File: src/rtl/mem_access_unit.sv
// Load/store sequencer in front of data_memory: byte/half/word accesses with
// read-modify-write for sub-word stores and sign/zero extension for sub-word loads.
module mem_access_unit #(
    parameter int W = 32,
    parameter int N = 5
) (
    input  logic         clk,
    input  logic         rst,
    input  logic         req_valid,
    output logic         req_ready,
    input  logic         req_write,
    input  logic [1:0]   req_size,
    input  logic         req_unsigned,
    input  logic [N+1:0] req_addr,
    input  logic [W-1:0] req_wdata,
    output logic         resp_valid,
    output logic [W-1:0] resp_rdata,
    output logic         resp_error,
    output logic [N-1:0] mem_address,
    output logic         MemRead,
    output logic         MemWrite,
    output logic [W-1:0] mem_write_data,
    input  logic [W-1:0] mem_read_data
);

    localparam logic [1:0] SIZE_BYTE = 2'b00;
    localparam logic [1:0] SIZE_HALF = 2'b01;
    localparam logic [1:0] SIZE_WORD = 2'b10;

    typedef enum logic [1:0] {IDLE, READ, WRITE, RESP} state_t;

    state_t       state_reg;
    logic         write_reg;
    logic         unsigned_reg;
    logic [1:0]   size_reg;
    logic [1:0]   lane_reg;
    logic [W-1:0] wdata_reg;

    logic         resp_valid_reg;
    logic         resp_error_reg;
    logic [W-1:0] resp_rdata_reg;
    logic         mem_read_reg;
    logic         mem_write_reg;
    logic [N-1:0] mem_address_reg;
    logic [W-1:0] mem_write_data_reg;

    logic         req_error;
    logic [3:0]   lane_sel;
    logic [W-1:0] wdata_rep;
    logic [W-1:0] merged_word;
    logic [W-1:0] load_ext;
    logic [7:0]   byte_val;
    logic [15:0]  half_val;

    assign req_ready      = (state_reg == IDLE) && rst;
    assign resp_valid     = resp_valid_reg;
    assign resp_error     = resp_error_reg;
    assign resp_rdata     = resp_rdata_reg;
    assign MemRead        = mem_read_reg;
    assign MemWrite       = mem_write_reg;
    assign mem_address    = mem_address_reg;
    assign mem_write_data = mem_write_data_reg;

    always_comb begin
        req_error = (req_size == 2'b11)
                 || ((req_size == SIZE_HALF) && req_addr[0])
                 || ((req_size == SIZE_WORD) && (req_addr[1:0] != 2'b00));
    end

    // Store data replicated across lanes so each lane picks its slice directly.
    always_comb begin
        case (size_reg)
            SIZE_BYTE: wdata_rep = {4{wdata_reg[7:0]}};
            SIZE_HALF: wdata_rep = {2{wdata_reg[15:0]}};
            default:   wdata_rep = wdata_reg;
        endcase
    end

    generate
        for (genvar gi = 0; gi < 4; gi++) begin : g_lane
            localparam logic [1:0] LANE = 2'(gi);
            assign lane_sel[gi] = (size_reg == SIZE_WORD)
                               || ((size_reg == SIZE_HALF) && (lane_reg[1] == LANE[1]))
                               || ((size_reg == SIZE_BYTE) && (lane_reg == LANE));
            assign merged_word[8*gi +: 8] = lane_sel[gi] ? wdata_rep[8*gi +: 8]
                                                         : mem_read_data[8*gi +: 8];
        end
    endgenerate

    always_comb begin
        byte_val = 8'(mem_read_data >> {lane_reg, 3'b000});
        half_val = lane_reg[1] ? mem_read_data[31:16] : mem_read_data[15:0];
        case (size_reg)
            SIZE_BYTE: load_ext = {{24{~unsigned_reg & byte_val[7]}}, byte_val};
            SIZE_HALF: load_ext = {{16{~unsigned_reg & half_val[15]}}, half_val};
            default:   load_ext = mem_read_data;
        endcase
    end

    // Strobes are registered with the state so MemWrite falls with the async reset.
    always_ff @(posedge clk or negedge rst) begin
        if (!rst) begin
            state_reg          <= IDLE;
            write_reg          <= 1'b0;
            unsigned_reg       <= 1'b0;
            size_reg           <= 2'b00;
            lane_reg           <= 2'b00;
            wdata_reg          <= '0;
            resp_valid_reg     <= 1'b0;
            resp_error_reg     <= 1'b0;
            resp_rdata_reg     <= '0;
            mem_read_reg       <= 1'b0;
            mem_write_reg      <= 1'b0;
            mem_address_reg    <= '0;
            mem_write_data_reg <= '0;
        end else begin
            resp_valid_reg <= 1'b0;
            resp_error_reg <= 1'b0;
            case (state_reg)
                IDLE: begin
                    if (req_valid) begin
                        write_reg       <= req_write;
                        unsigned_reg    <= req_unsigned;
                        size_reg        <= req_size;
                        lane_reg        <= req_addr[1:0];
                        wdata_reg       <= req_wdata;
                        mem_address_reg <= req_addr[N+1:2];
                        if (req_error) begin
                            state_reg      <= RESP;
                            resp_valid_reg <= 1'b1;
                            resp_error_reg <= 1'b1;
                        end else if (req_write && (req_size == SIZE_WORD)) begin
                            state_reg          <= WRITE;
                            mem_write_reg      <= 1'b1;
                            mem_write_data_reg <= req_wdata;
                        end else begin
                            state_reg    <= READ;
                            mem_read_reg <= 1'b1;
                        end
                    end
                end
                READ: begin
                    mem_read_reg <= 1'b0;
                    if (write_reg) begin
                        state_reg          <= WRITE;
                        mem_write_reg      <= 1'b1;
                        mem_write_data_reg <= merged_word;
                    end else begin
                        state_reg      <= RESP;
                        resp_valid_reg <= 1'b1;
                        resp_rdata_reg <= load_ext;
                    end
                end
                WRITE: begin
                    mem_write_reg  <= 1'b0;
                    state_reg      <= RESP;
                    resp_valid_reg <= 1'b1;
                end
                RESP: begin
                    state_reg      <= IDLE;
                    resp_rdata_reg <= '0;
                end
                default: state_reg <= IDLE;
            endcase
        end
    end

endmodule

File: config.mk
export PLATFORM = sky130hd
export DESIGN_NAME = mem_access_unit
export DESIGN_NICKNAME = d
export VERILOG_FILES = /design/src/rtl/mem_access_unit.sv
export SDC_FILE = /design/constraint.sdc
export NUM_CORES = 1
export LEC_CHECK = 0
export BUFFER_PORTS_ARGS = -buffer_cell sky130_fd_sc_hd__buf_2
export CAP_MARGIN = 15
export CORE_ASPECT_RATIO = 0.6
export CORE_UTILIZATION = 49
export DETAILED_ROUTE_END_ITERATION = 8
export GPL_TIMING_DRIVEN = 0
export HOLD_SLACK_MARGIN = 0.05
export PLACE_DENSITY = 0.72
export SYNTH_ARGS = -nofsm -noshare
export SYNTH_HDL_FRONTEND = slang
export SYNTH_SLANG_ARGS = --single-unit
File: constraint.sdc
create_clock -name clk -period 4.8 [get_ports clk]
set_input_delay 0.48 -clock clk [delete_from_list [all_inputs] [get_ports clk]]
set_output_delay 0.48 -clock clk [all_outputs]
set_load 0.03 [all_outputs]
# ---- After elaboration in Yosys (flattened, before gate mapping)
# Cells that the tools add are included.
dict set report word_totals {
  elab_cells 98
  ff_bits 113
  input_bits 78
  output_inout_bits 74
}
dict set report classes {
  n_mux 33
  eq_ne 17
  bitwise_logic 4
  n_reduce_logical 30
  shift 1
}
# operator count
set ops {}
lappend ops {{$pmux 32 s2} 4}
lappend ops {{$mux 32} 5}
lappend ops {{$mux 8} 4}
lappend ops {{$shr 32x5->8} 1}
lappend ops {{$mux 16} 1}
lappend ops {{$eq 2x2->1 const B} 7}
lappend ops {{$mux 1} 12}
lappend ops {{$logic_and 1x1->1} 10}
lappend ops {{$ne 2x2->1 const B} 5}
lappend ops {{$reduce_and 5->1} 2}
lappend ops {{$eq 2x1->1 const B} 4}
lappend ops {{$logic_or 1x1->1} 8}
lappend ops {{$pmux 2 s4} 1}
lappend ops {{$logic_not 2->1} 3}
lappend ops {{$mux 2} 3}
lappend ops {{$pmux 1 s3} 2}
lappend ops {{$reduce_bool 2->1} 3}
lappend ops {{$reduce_and 2->1} 2}
lappend ops {{$reduce_and 4->1} 1}
lappend ops {{$reduce_bool 3->1} 1}
lappend ops {{$and 1x1->1} 2}
lappend ops {{$ne 2x1->1 const B} 1}
lappend ops {{$not 1->1} 2}
lappend ops {{$pmux 1 s2} 1}

# ---- Logic depth before layout (Yosys ltp)
dict set report logic_depth {
  word_depth 7
  mapped_depth 9
  mapped_depth_nobuf 6
}

# ---- Worst setup path after synthesis
# No wires, ideal clock.
dict set report synth_timing {
  kind {reg2reg}
  start {register size_reg[0]}
  end {register mem_write_data_reg[10] (netlist: mem_write_data[10])}
  arrival_ps 1812
  required_time_ps 4674
  n_path_buf 1
  synth_period_minus_slack_ps 1938
  setup_ps 126
  stages_incl_launch_ff 6
  path_slack_ps 2862
  cell_sequence {dfrtp_1 -> buf_4 -> nor2_1 -> mux2_2 -> mux2_2 -> a221o_1}
}
dict set report synth_between {
  elab_chain_cells 7
  word_cells_on_any_way 11
  classes_between {2 x eq/ne; 4 x mux; 5 x reduce/logical}
}
# element line
set synth_lines {}
lappend synth_lines {{start: declaration} 35} ;# logic [1:0] size_reg;
lappend synth_lines {{start signal: assignment} 124} ;# size_reg <= req_size;
lappend synth_lines {{$eq 2x1->1} {72, 83}}
lappend synth_lines {{$logic_and 1x1->1} 83} ;# || ((size_reg == SIZE_HALF) && (lane_reg[1] == LANE[1]))
lappend synth_lines {{$logic_or 1x1->1} 83}
lappend synth_lines {{$logic_or 1x1->1} 84} ;# || ((size_reg == SIZE_BYTE) && (lane_reg == LANE));
lappend synth_lines {{$mux 8 (*)} 85} ;# assign merged_word[8*gi +: 8] = lane_sel[gi] ? wdata_rep[8*gi +: 8]
lappend synth_lines {{$mux 32 (*)} 144} ;# if (write_reg) begin
lappend synth_lines {{$pmux 32 s2 (*)} 119} ;# case (state_reg)
lappend synth_lines {{end signal: assignment} 135} ;# mem_write_data_reg <= req_wdata;
lappend synth_lines {{end signal: assignment} 147} ;# mem_write_data_reg <= merged_word;
lappend synth_lines {{end: declaration} 45} ;# logic [W-1:0] mem_write_data_reg;
# Every way passes the cells marked *; elsewhere a longest branch is shown, timed or not. The select of a mux whose other input is x is not followed.
# A chain may end at the register's enable or synchronous reset.

# ---- Worst setup path in the final report
dict set report layout_timing {
  start {register state_reg[0]}
  end {output port req_ready}
}
dict set report layout_between {
  elab_chain_cells 2
}
# element line
set layout_lines {}
lappend layout_lines {{start: declaration} 32} ;# state_t state_reg;
lappend layout_lines {{start signal: assignment} 103} ;# state_reg <= IDLE;
lappend layout_lines {{start signal: assignment} 129} ;# state_reg <= RESP;
lappend layout_lines {{start signal: assignment} 133} ;# state_reg <= WRITE;
lappend layout_lines {{$logic_not 2->1} 55} ;# assign req_ready = (state_reg == IDLE) && rst;
lappend layout_lines {{$logic_and 1x1->1} 55}
lappend layout_lines {{end: declaration} 10} ;# output logic req_ready,
# No other way between the ends.

==> impl_summary.md <==
Final layout
Of the cells placed in the final design, the portion with a size suffix greater than 1 is 0.427. The final net count is 765. Compared with the post-synthesis result, the final layout area differs by 26.4%. The layout has 961 filler cells. Once layout is done, the placed cells without fillers occupy roughly 7500 um2.

The library cell used most frequently in the layout, excluding fill and tap cells, is sky130_fd_sc_hd__buf_2. The diode insertion count for antenna repair is 0. In the layout the commonest cells are 159 x sky130_fd_sc_hd__buf_2, 113 x sky130_fd_sc_hd__dfrtp_1, 81 x sky130_fd_sc_hd__mux2_2.

The finished layout holds 856 standard cells, fillers aside. The core utilization of the finished layout is 0.650.

Die
The initial utilization of the core area, before any placement, comes to 0.514. The floorplan step defined a core boundary enclosing 11600 um2. In this run the core area contains 30 standard-cell rows. The die footprint is 12600 um2.

The number of top-level pins is ~150. The height of the die is 87.3 um. The horizontal die dimension is between 100 and 150 um.

Detailed routing
The detailed router used layers up to and including met4. After detailed routing, the number of remaining DRC violations is 0. The average wire length per cell after detail routing is 23.2 um. The post-detailed-route via-to-cell ratio is between 6 and 7. The pre-antenna-repair detailed-routing pass consisted of 5 iterations. The met2 wirelength from detailed routing is approximately 8 mm. The vias after detailed routing is about 5400. The count of nets left with antenna violations after detail routing is 0. In the final routing, the length of wire on met1 measures approximately 9.4 mm.

In this run, the number of DRC markers left after iteration 0 of detailed routing was between 500 and 600. The routed design has 19.8 mm of wire. Wire segments on met3 add up to around 2.0 mm in the final route.

STA
The setup-violating endpoint count in the final report is 0. The fmax is ~0.38 GHz. At the pin with the least slew margin, the transition time is about 1000 ps. The setup TNS after final layout is 0 ps.

The minimum setup slack in the final design is 2140 ps. The hold violation count in the final report is 0. The final period demand of the worst path is about 2700 ps. The final number of max-transition violations came to 0. Setup repair after global routing left no endpoint under its margin. The worst pin sits at a relative slew slack of 0.302.

The share of the cycle needed by the critical path after routing is 0.553. The tightest hold path in the finished design has a slack of 61.7 ps. Between clock sinks in the finished design, the worst skew comes to 11.0 ps.

Yosys
The synthesized area per cell is approximately 12 um2. Of the synthesized area, sequential elements account for 0.476. The number of nets handed over by synthesis was around 600. Synthesis instantiated slightly above 50 different standard cells from the library. Synthesis handed over a netlist of about 510 instances. In this run the cell area of the synthesized design comes to 5940 um2. Synthesis inferred 113 register bits. The yosys synthesis warning count is 0.

Clock network
The number of H-tree levels is 4. The count of instances resized after the clock tree is built is 0. The clock insertion delay at the later pin of the skew report is around 420 ps. The root buffer selected by CTS is sky130_fd_sc_hd__clkbuf_16. The deepest clock path buffer count is 2.

The clock tree from TritonCTS is yes. Counting every sink on the clock net gives ~110. After clock tree synthesis, the clock-pin slew on the worst setup and hold paths is approximately 60 ps. The total of hold buffers inserted after clock tree synthesis is 0. The post-CTS setup repair buffer count is 0. The number of CTS-inserted buffers is 17.

Global routing
The remaining global-route overflow is 0. The number of global-route vias before repair is just over 5000. The initial antenna violation count is 0.

In the global route stage, overall resource usage came out at 0.333. Entering global routing, the biggest net connects just over 70 pins. The first-pass GRT wire length is about 30 mm.

Place
The final HPWL from detailed placement is roughly 15 mm. After detailed placement, the total cell area comes to 6920 um2. The count of buffers added on input and output ports is 150. The cell count after placement is between 800 and 900. At the end of routability-driven placement, the weighted congestion stood at between 0.9 and 1. The worst setup slack after placement is between 2000 and 2500 ps.

Worst setup path
The kind of cell with the highest combined delay along the critical path is buffers and inverters. The most used cell along the critical path is sky130_fd_sc_hd__buf_2. The signal on the critical path passes through inv_1 -> ha_1 -> buf_2 -> buf_1 -> and2_1 -> buf_2. For this run, the slowest stage of the critical path takes ~500 ps.

On the critical path, the stage with the largest delay is an instance of sky130_fd_sc_hd__buf_1. STA puts the critical path data required time at between 4000 and 5000 ps. Along the worst path, the maximum fanout reaches 10. The worst register-to-register path has a depth of 7.

In this run the critical register-to-register path is captured at resp_rdata[24]. At the worst endpoint, the arrival time is 2180 ps. The startpoint of the lowest-slack register-to-register path is state_reg[1]. The kind of end point of the critical path is a primary output. The critical path class is reg -> out.

The worst setup path is launched from a register. The buffering stage count on the worst path with inverters included is 4. For flop-to-flop paths, the worst setup slack is roughly 2200 ps.

Run status
The flow ran to the end, and the final reports show no timing, DRC or antenna violations.

Hold path
The worst min-delay path class is in -> async.

Power
The worst supply voltage drop on vdd is 0.000368 V. The power density normalized to cell area is slightly above 800 nW/um2. For this design the static power due to leakage is around 3.5 nW.

The overall power consumption is between 6 and 7 mW.

Run
Max-cap violations in this run came to 0.
## worst reg2reg max path, cell delays in order (launching register included)
cell	delay, ps
sky130_fd_sc_hd__dfrtp_1	410
sky130_fd_sc_hd__inv_1	90
sky130_fd_sc_hd__ha_1	280
sky130_fd_sc_hd__nor3b_2	440
sky130_fd_sc_hd__nand2_1	310
sky130_fd_sc_hd__a2111oi_4	690
sky130_fd_sc_hd__buf_6	240
sky130_fd_sc_hd__a221o_2	120
## worst max-delay path by stage
| stage | to | start | cells after the start |
|---|---|---|---|
| 2_1_floorplan | mem_write_data[10] | size_reg[0] | 5 |
| 3_5_place_dp | resp_rdata[24] | state_reg[1] | 7 |
| 5_1_grt | resp_rdata[24] | state_reg[1] | 7 |
| 4_1_cts | req_ready | state_reg[0] | 6 |
| 3_3_place_gp | req_ready | rst | 3 |
| 6_report | req_ready | state_reg[0] | 6 |
## cell families (layout without fill, tap and decap cells)
kind of cell,Yosys count,after routing,synth area share
AOI/OAI and AO/OA,172,172,0.232
DFF,113,113,0.476
muxes,92,92,0.174
buffers and inverters,72,255,0.0533
and+or+nand+nor,60,60,0.0562
adders and majority gates,4,4,0.00842
## synthesized netlist by cell type, drive strengths merged
cell     count  area share
o31a         1      0.0015
o22ai        9      0.0095
and2         2      0.0021
nor4bb       1      0.0017
o211a        1      0.0017
a2111oi      1      0.0046
nand4        1      0.0011
nand2       15      0.0095
mux4         1      0.0038
a41oi        1      0.0015
nor3b        2      0.0034
a221o       33       0.058
and4         1      0.0015
o21ba        1      0.0017
a221oi       8       0.012
o21ai       24       0.021
nand2b       2      0.0021
a21oi       26       0.022
o32ai        8       0.012
a311oi       8       0.012
dfrtp      113        0.48
nand3b       8       0.010
a32o        16       0.027
nor2b       10       0.011
mux2i       10       0.017
nor2        10      0.0063
a21o         1      0.0013
clkbuf      25       0.016
mux2        81        0.15
nor3         5      0.0051
inv         30       0.019
buf         17       0.019
a211oi       1      0.0013
nand3        1     0.00084
ha           4      0.0084
o31ai        4      0.0082
a22oi       14       0.018
a32oi        7       0.010
or2          2      0.0021
o211ai       8       0.010
## layer usage
metal  up-vias  GRT usage
met5         -          0
met2       306      0.458
li1       2338          -
met1      2702      0.522
met4         0     0.0833
met3        30     0.0709
## final cells by class
type	count	area (um2)	share of cell area
Sequential cell	113	2830	0.376
Clock inverter	12	134	0.0178
Buffer	42	204	0.0271
Inverter	30	113	0.0150
Timing Repair Buffer	151	781	0.104
Clock buffer	20	457	0.0608
Tap cell	160	200	0.0266
Multi-Input combinational cell	328	2800	0.372
## power by group
part | internal, mW | total [mW] | switching (mW)
clock network | 0.792 | 1.27 | 0.475
registers | 1.37 | 1.73 | 0.357
logic | 1.22 | 3.09 | 1.87
Note: power is estimated with default switching activity, not from simulation.
